`config.mk`:
```
export PLATFORM = sky130hd
export DESIGN_NAME = imem_stream_loader_flat
export DESIGN_NICKNAME = d
export VERILOG_FILES = /design/src/rtl/imem_stream_loader_if.sv /design/src/rtl/imem_stream_loader.sv /design/src/flat_wrapper.sv
export SDC_FILE = /design/constraint.sdc
export NUM_CORES = 1
export LEC_CHECK = 0
export BUFFER_PORTS_ARGS = -buffer_cell sky130_fd_sc_hd__buf_2
export CAP_MARGIN = 10
export CORE_MARGIN = 1.5
export CORE_UTILIZATION = 45
export DETAILED_ROUTE_END_ITERATION = 6
export PLACE_DENSITY_LB_ADDON = 0.3
export SLEW_MARGIN = 20
export SYNTH_ARGS = -nofsm -noshare
export SYNTH_HDL_FRONTEND = slang
export SYNTH_SLANG_ARGS = --single-unit
```
`constraint.sdc`:
```
create_clock -name clk -period 2.02 [get_ports clk]
set_input_delay 0.101 -clock clk [delete_from_list [all_inputs] [get_ports clk]]
set_output_delay 0.101 -clock clk [all_outputs]
set_load 0.005 [all_outputs]
```
`src/rtl/imem_stream_loader_if.sv`:
```
// Stream-in / instruction-memory-write bundle for the program loader.
// slave: the loader itself; master: the stream source and memory/CPU side.
interface imem_stream_loader_if #(
   parameter int unsigned ADDR_WIDTH = 10
);
   logic [7:0]            in_data;
   logic                  in_valid;
   logic                  in_ready;
   logic                  im_we;
   logic [ADDR_WIDTH-1:0] im_addr;
   logic [31:0]           im_wdata;
   logic                  cpu_rst;
   logic                  done;
   logic                  error;
   logic [15:0]           words_loaded;

   modport slave (
      input  in_data, in_valid,
      output in_ready, im_we, im_addr, im_wdata, cpu_rst, done, error, words_loaded
   );

   modport master (
      output in_data, in_valid,
      input  in_ready, im_we, im_addr, im_wdata, cpu_rst, done, error, words_loaded
   );
endinterface

```
`src/rtl/imem_stream_loader.sv`:
```
// Loads a length-prefixed, XOR-checksummed byte stream into instruction memory
// as big-endian words and holds the CPU in reset until the frame verifies.
module imem_stream_loader #(
   parameter int unsigned ADDR_WIDTH = 10,
   parameter int unsigned MAX_WORDS  = 256
) (
   input logic                   clk,
   input logic                   rst,
   imem_stream_loader_if.slave   bus
);

   typedef enum logic [2:0] {
      StLenHi, StLenLo, StPayload, StCheck, StRun, StErr
   } state_e;

   state_e      state_q;
   logic [7:0]  len_hi_q;
   logic [15:0] len_q;
   logic [1:0]  byte_cnt_q;
   logic [15:0] word_idx_q;
   logic [7:0]  csum_q;
   logic [23:0] asm_q;

   logic        xfer;
   logic [15:0] len_rx;

   // in_ready is registered, so the handshake has no combinational path from in_valid
   assign xfer   = bus.in_valid && bus.in_ready;
   assign len_rx = {len_hi_q, bus.in_data};

   always_ff @(posedge clk) begin
      if (rst) begin
         state_q          <= StLenHi;
         len_hi_q         <= '0;
         len_q            <= '0;
         byte_cnt_q       <= '0;
         word_idx_q       <= '0;
         csum_q           <= '0;
         asm_q            <= '0;
         bus.in_ready     <= 1'b0;
         bus.im_we        <= 1'b0;
         bus.im_addr      <= '0;
         bus.im_wdata     <= '0;
         bus.cpu_rst      <= 1'b1;
         bus.done         <= 1'b0;
         bus.error        <= 1'b0;
         bus.words_loaded <= '0;
      end else begin
         bus.im_we <= 1'b0;
         case (state_q)
            StLenHi: begin
               bus.in_ready <= 1'b1;
               if (xfer) begin
                  len_hi_q <= bus.in_data;
                  state_q  <= StLenLo;
               end
            end
            StLenLo: begin
               if (xfer) begin
                  len_q <= len_rx;
                  if (len_rx == 16'd0) begin
                     state_q <= StCheck;
                  end else if (32'(len_rx) > MAX_WORDS) begin
                     state_q      <= StErr;
                     bus.in_ready <= 1'b0;
                     bus.error    <= 1'b1;
                  end else begin
                     state_q <= StPayload;
                  end
               end
            end
            StPayload: begin
               if (xfer) begin
                  asm_q      <= {asm_q[15:0], bus.in_data};
                  csum_q     <= csum_q ^ bus.in_data;
                  byte_cnt_q <= byte_cnt_q + 2'd1;
                  if (byte_cnt_q == 2'd3) begin
                     bus.im_we        <= 1'b1;
                     bus.im_wdata     <= {asm_q, bus.in_data};
                     bus.im_addr      <= {word_idx_q[ADDR_WIDTH-3:0], 2'b00};
                     bus.words_loaded <= bus.words_loaded + 16'd1;
                     word_idx_q       <= word_idx_q + 16'd1;
                     if ((word_idx_q + 16'd1) == len_q) begin
                        state_q <= StCheck;
                     end
                  end
               end
            end
            StCheck: begin
               if (xfer) begin
                  bus.in_ready <= 1'b0;
                  if (bus.in_data == csum_q) begin
                     state_q     <= StRun;
                     bus.cpu_rst <= 1'b0;
                     bus.done    <= 1'b1;
                  end else begin
                     state_q   <= StErr;
                     bus.error <= 1'b1;
                  end
               end
            end
            StRun, StErr: begin
               bus.in_ready <= 1'b0;
            end
            default: begin
               state_q      <= StErr;
               bus.in_ready <= 1'b0;
               bus.error    <= 1'b1;
            end
         endcase
      end
   end

endmodule
```
`src/flat_wrapper.sv`:
```
// flat-port wrapper written by rule: the top's interface ports become plain ports
module imem_stream_loader_flat 
#(
   parameter int unsigned ADDR_WIDTH = 10,
   parameter int unsigned MAX_WORDS  = 256
)
  (clk, rst, bus_in_data, bus_in_valid, bus_in_ready, bus_im_we, bus_im_addr, bus_im_wdata, bus_cpu_rst, bus_done, bus_error, bus_words_loaded);
  imem_stream_loader_if #(.ADDR_WIDTH(ADDR_WIDTH)) bus_i ();
  input logic clk;
  input logic rst;
  input wire logic [$bits(bus_i.in_data)-1:0] bus_in_data;
  input wire logic [$bits(bus_i.in_valid)-1:0] bus_in_valid;
  output wire logic [$bits(bus_i.in_ready)-1:0] bus_in_ready;
  output wire logic [$bits(bus_i.im_we)-1:0] bus_im_we;
  output wire logic [$bits(bus_i.im_addr)-1:0] bus_im_addr;
  output wire logic [$bits(bus_i.im_wdata)-1:0] bus_im_wdata;
  output wire logic [$bits(bus_i.cpu_rst)-1:0] bus_cpu_rst;
  output wire logic [$bits(bus_i.done)-1:0] bus_done;
  output wire logic [$bits(bus_i.error)-1:0] bus_error;
  output wire logic [$bits(bus_i.words_loaded)-1:0] bus_words_loaded;
  assign bus_i.in_data = bus_in_data;
  assign bus_i.in_valid = bus_in_valid;
  assign bus_in_ready = bus_i.in_ready;
  assign bus_im_we = bus_i.im_we;
  assign bus_im_addr = bus_i.im_addr;
  assign bus_im_wdata = bus_i.im_wdata;
  assign bus_cpu_rst = bus_i.cpu_rst;
  assign bus_done = bus_i.done;
  assign bus_error = bus_i.error;
  assign bus_words_loaded = bus_i.words_loaded;
  imem_stream_loader #(.ADDR_WIDTH(ADDR_WIDTH), .MAX_WORDS(MAX_WORDS)) u_core (.clk(clk), .rst(rst), .bus(bus_i));
endmodule
```
==> flow_summary.yaml <==
sta:
  worst_pin_slew_ps: 576
  rsz0062_at_grt: "yes"
  finalClockSkew_ps: 6.01
  hold_viol: 0
  period_share: 0.950
  finalCriticalPeriod_ps: 1920
  fmax_ghz: 0.521
  finalSetupViolCount: 0
  max_slew_margin: 0.616
  whs_ps: 16.8
  report.final.slew_viol_count: 0
logic_synthesis:
  synth_top_cell_area_share: 0.479
  syn_area_mm2: 0.00577
  yosysMostFrequentCell: "nand2_1"
  ys_ff_latch: 138
  synth_edf_count: 0
  yosysTopAreaCell: "dfxtp_1"
  avgSynthCellArea_um2: 8.08
  yosysWarnings: 0
  ys_top_cells_by_area: "dfxtp_1, nand2_1, a21oi_1, xor2_1, xnor2_1"
  ys_seq_area_frac: 0.479
  synthArstFlopShare: 0
  yosys-top-cells-count: "nand2_1, dfxtp_1, a21oi_1, nor2_1, xor2_1"
  ys.flop_type: "dfxtp_1"
  synth_cell_types: 50
  synth_cells: 714
worst_setup_path:
  crit_chain: "ha_4 > xor2_1 > nor4b_2 > nand2_1 > or4_1 > nor4_2 > a31o_1"
  start_kind: "register"
  ff2ff_setup_slack_ps: 100
  r2r-start: "u_core.word_idx_q[0]"
  arrival_ps: 2280
  ff2ff_path_depth: 7
  worstPathRequired_ps: 2380
  cp_max_fo: 2
  slowest_delay_ps: 530
  end_kind: "register"
  r2r-end: "u_core.state_q[0]"
  cp_slowest_cell: "or4_1"
  critical_path_class: "register to register"
cells_and_area:
  fill_cells: 1159
  area_delta_synth_final_pct: 21.9
  final_cell_count_no_fill: 973
  multi_input_area_mm2: 0.00283
  final_layout_size_suffix_gt1_frac: 0.191
  antennaDiodeCount: 0
  layout.area.seq_mm2: 0.00277
  fin_nets: 802
  postLayoutCellArea_mm2: 0.00704
outcome:
  outcome: "completed"
drt:
  first_pass_iters: 6
  antenna_left: 0
  drcViolationCount: 0
  drt_wl_total_um: 13400
  drtIter0Drc: 255
  wire_per_inst_um: 13.7
  num_vias: 4957
  vias_per_cell: 5.09
grt:
  grt_pass1_vias: 4632
  grt_overflow: 0
  antenna_found_initial: 0
  grt_max_degree: 139
  grt_usage: 0.208
  grt_first_pass_wirelength_um: 22000
power:
  combPwrFrac: 0.033
  p_int_mw: 4.83
  seqPwrFrac: 0.453
  pwr_density_cell_mw_per_mm2: 869
  leakage_nw: 2.65
  clkPwrFrac: 0.514
  peakVddDrop_uv: 611
  switching_share: 0.211
  p_sw_mw: 1.29
  fin_total_pwr_mw: 6.11
clock_tree:
  cts_root_buffer: "clkbuf_16"
  cts_num_sinks: 138
  clkTransAtPathRegs_ps: 60
  clock_path_buffers: 2
  numCtsBuffers: 17
  worstSkewPairLatency_ps: 420
  cts_tree: "built"
  cts_max_level: 4
die:
  io_pins: 74
  core_area_mm2: 0.0126
  start_util: 0.459
  fp-row-count: 41
  die_area_mm2: 0.0135
  fp.dieW_um: 116
  die_y_um: 116
hold_path:
  worst_hold_startpoint: "bus_in_data[7]"
  hp-class: "primary input to register"
  min_path_cells: 3
  min_to: "u_core.len_q[7]"
place:
  gp_congestion: 0.900
  detailed_place.area_mm2: 0.00639
  portBuffers: 71
  hpwl_um: 9380
  dpl.cell_count: 941
job:
  drv_cap: 0
-- cell usage in the layout, fill, tap and decap left out, types with 3 or more instances in the layout --
cell type / Yosys / layout
a21oi_1: 94 / 94
a31oi_1: 4 / 4
and2_1: 3 / 3
buf_2: 5 / 70
buf_4: 3 / 29
bufinv_16: 0 / 3
clkbuf_1: 29 / 3
clkbuf_16: 0 / 17
dfxtp_1: 138 / 135
dfxtp_2: 0 / 3
inv_1: 5 / 5
mux2i_1: 8 / 8
nand2_1: 190 / 190
nand2b_1: 6 / 6
nand3_1: 9 / 9
nand4_1: 10 / 10
nor2_1: 57 / 57
nor2b_1: 3 / 3
nor3_1: 15 / 12
nor3_2: 1 / 4
nor4_1: 5 / 4
nor4_2: 3 / 4
o21ai_0: 12 / 11
or2_2: 3 / 3
or3_1: 7 / 7
xnor2_1: 26 / 26
xor2_1: 37 / 37
-- area by class of cell --
type / count / area share
Tap cell: 172 / 0.0306
Clock buffer: 22 / 0.0660
Timing Repair Buffer: 101 / 0.0852
Inverter: 5 / 0.00267
Clock inverter: 10 / 0.0201
Sequential cell: 138 / 0.393
Multi-Input combinational cell: 525 / 0.402
-- metal layers --
metal  vias to the layer above  routed length (um)  track usage
met5                         -                   0            0
met3                        26                 712       0.0493
met4                         0                 352        0.114
met1                      2285                6160        0.264
li1                       2511                   -            -
met2                       135                6120        0.330
-- worst max path at each step --
stage | to | cells after the start | startpoint | slack [ps]
floorplan | u_core.state_q[0] | 7 | u_core.word_idx_q[0] | 70
global route | u_core.state_q[0] | 7 | u_core.word_idx_q[0] | -1
CTS | u_core.bus.words_loaded[14] | 7 | u_core.byte_cnt_q[0] | 0.2
finish | u_core.state_q[0] | 7 | u_core.word_idx_q[0] | 100
global placement | u_core.state_q[0] | 7 | u_core.word_idx_q[0] | 80
detailed placement | u_core.state_q[0] | 7 | u_core.word_idx_q[0] | 30
-- power by group through the flow --
stage	registers, mW	clock network, mW	logic (mW)
final	2.77	3.14	0.204
after floorplan	2.82	0	0.139
after global routing	2.77	3.31	0.224
after global placement	2.83	0	0.198
after CTS	2.77	3.20	0.203
after detailed placement	2.83	0	0.202
-- cells by family after synthesis --
kind of cell    synth area share
compound gates             0.114
xor+xnor                  0.0956
fa+ha+maj                0.00650
buf+inv                   0.0388
flops                      0.479
mux                       0.0139
other cells             0.000650
simple gates               0.251
-- worst max-delay path: cells and delay by family (launching register included) --
kind	cells	cell delay, ps
AOI/OAI and AO/OA	1	170
DFF	1	330
xor gates and xnor gates	1	160
and+or+nand+nor	4	960
adders and majority gates	1	240
-- what timing repair did --
action                     4_1_cts  5_1_grt
setup buffers                    0        0
setup endpoints to repair        0        7
gates resized for setup          0       11
hold buffers                     0        0
-- through the flow --
stage | utilization | TNS [ps] | setup slack, ps
floorplan | - | 0 | 72.4
global placement | 0.508 | 0 | 79.5
detailed placement | 0.508 | 0 | 27.6
CTS | 0.556 | 0 | 0.221
global route | 0.560 | -1.50 | -1.50
finish | 0.560 | 0 | 101
-- sequential cells by signal, summed over array words and instances (netlist names) --
register and count:
u_core.bus.im_we 1, u_core.len_hi_q 8, u_core.byte_cnt_q 2, u_core.bus.in_ready 1, u_core.word_idx_q 16, u_core.asm_q 24
u_core.bus.words_loaded 16, u_core.bus.im_wdata 32, u_core.bus.error 1, u_core.bus.done 1, u_core.csum_q 8, u_core.len_q 16
u_core.bus.cpu_rst 1, u_core.state_q 3, u_core.bus.im_addr 8
Note: power is estimated with default switching activity, not from simulation.
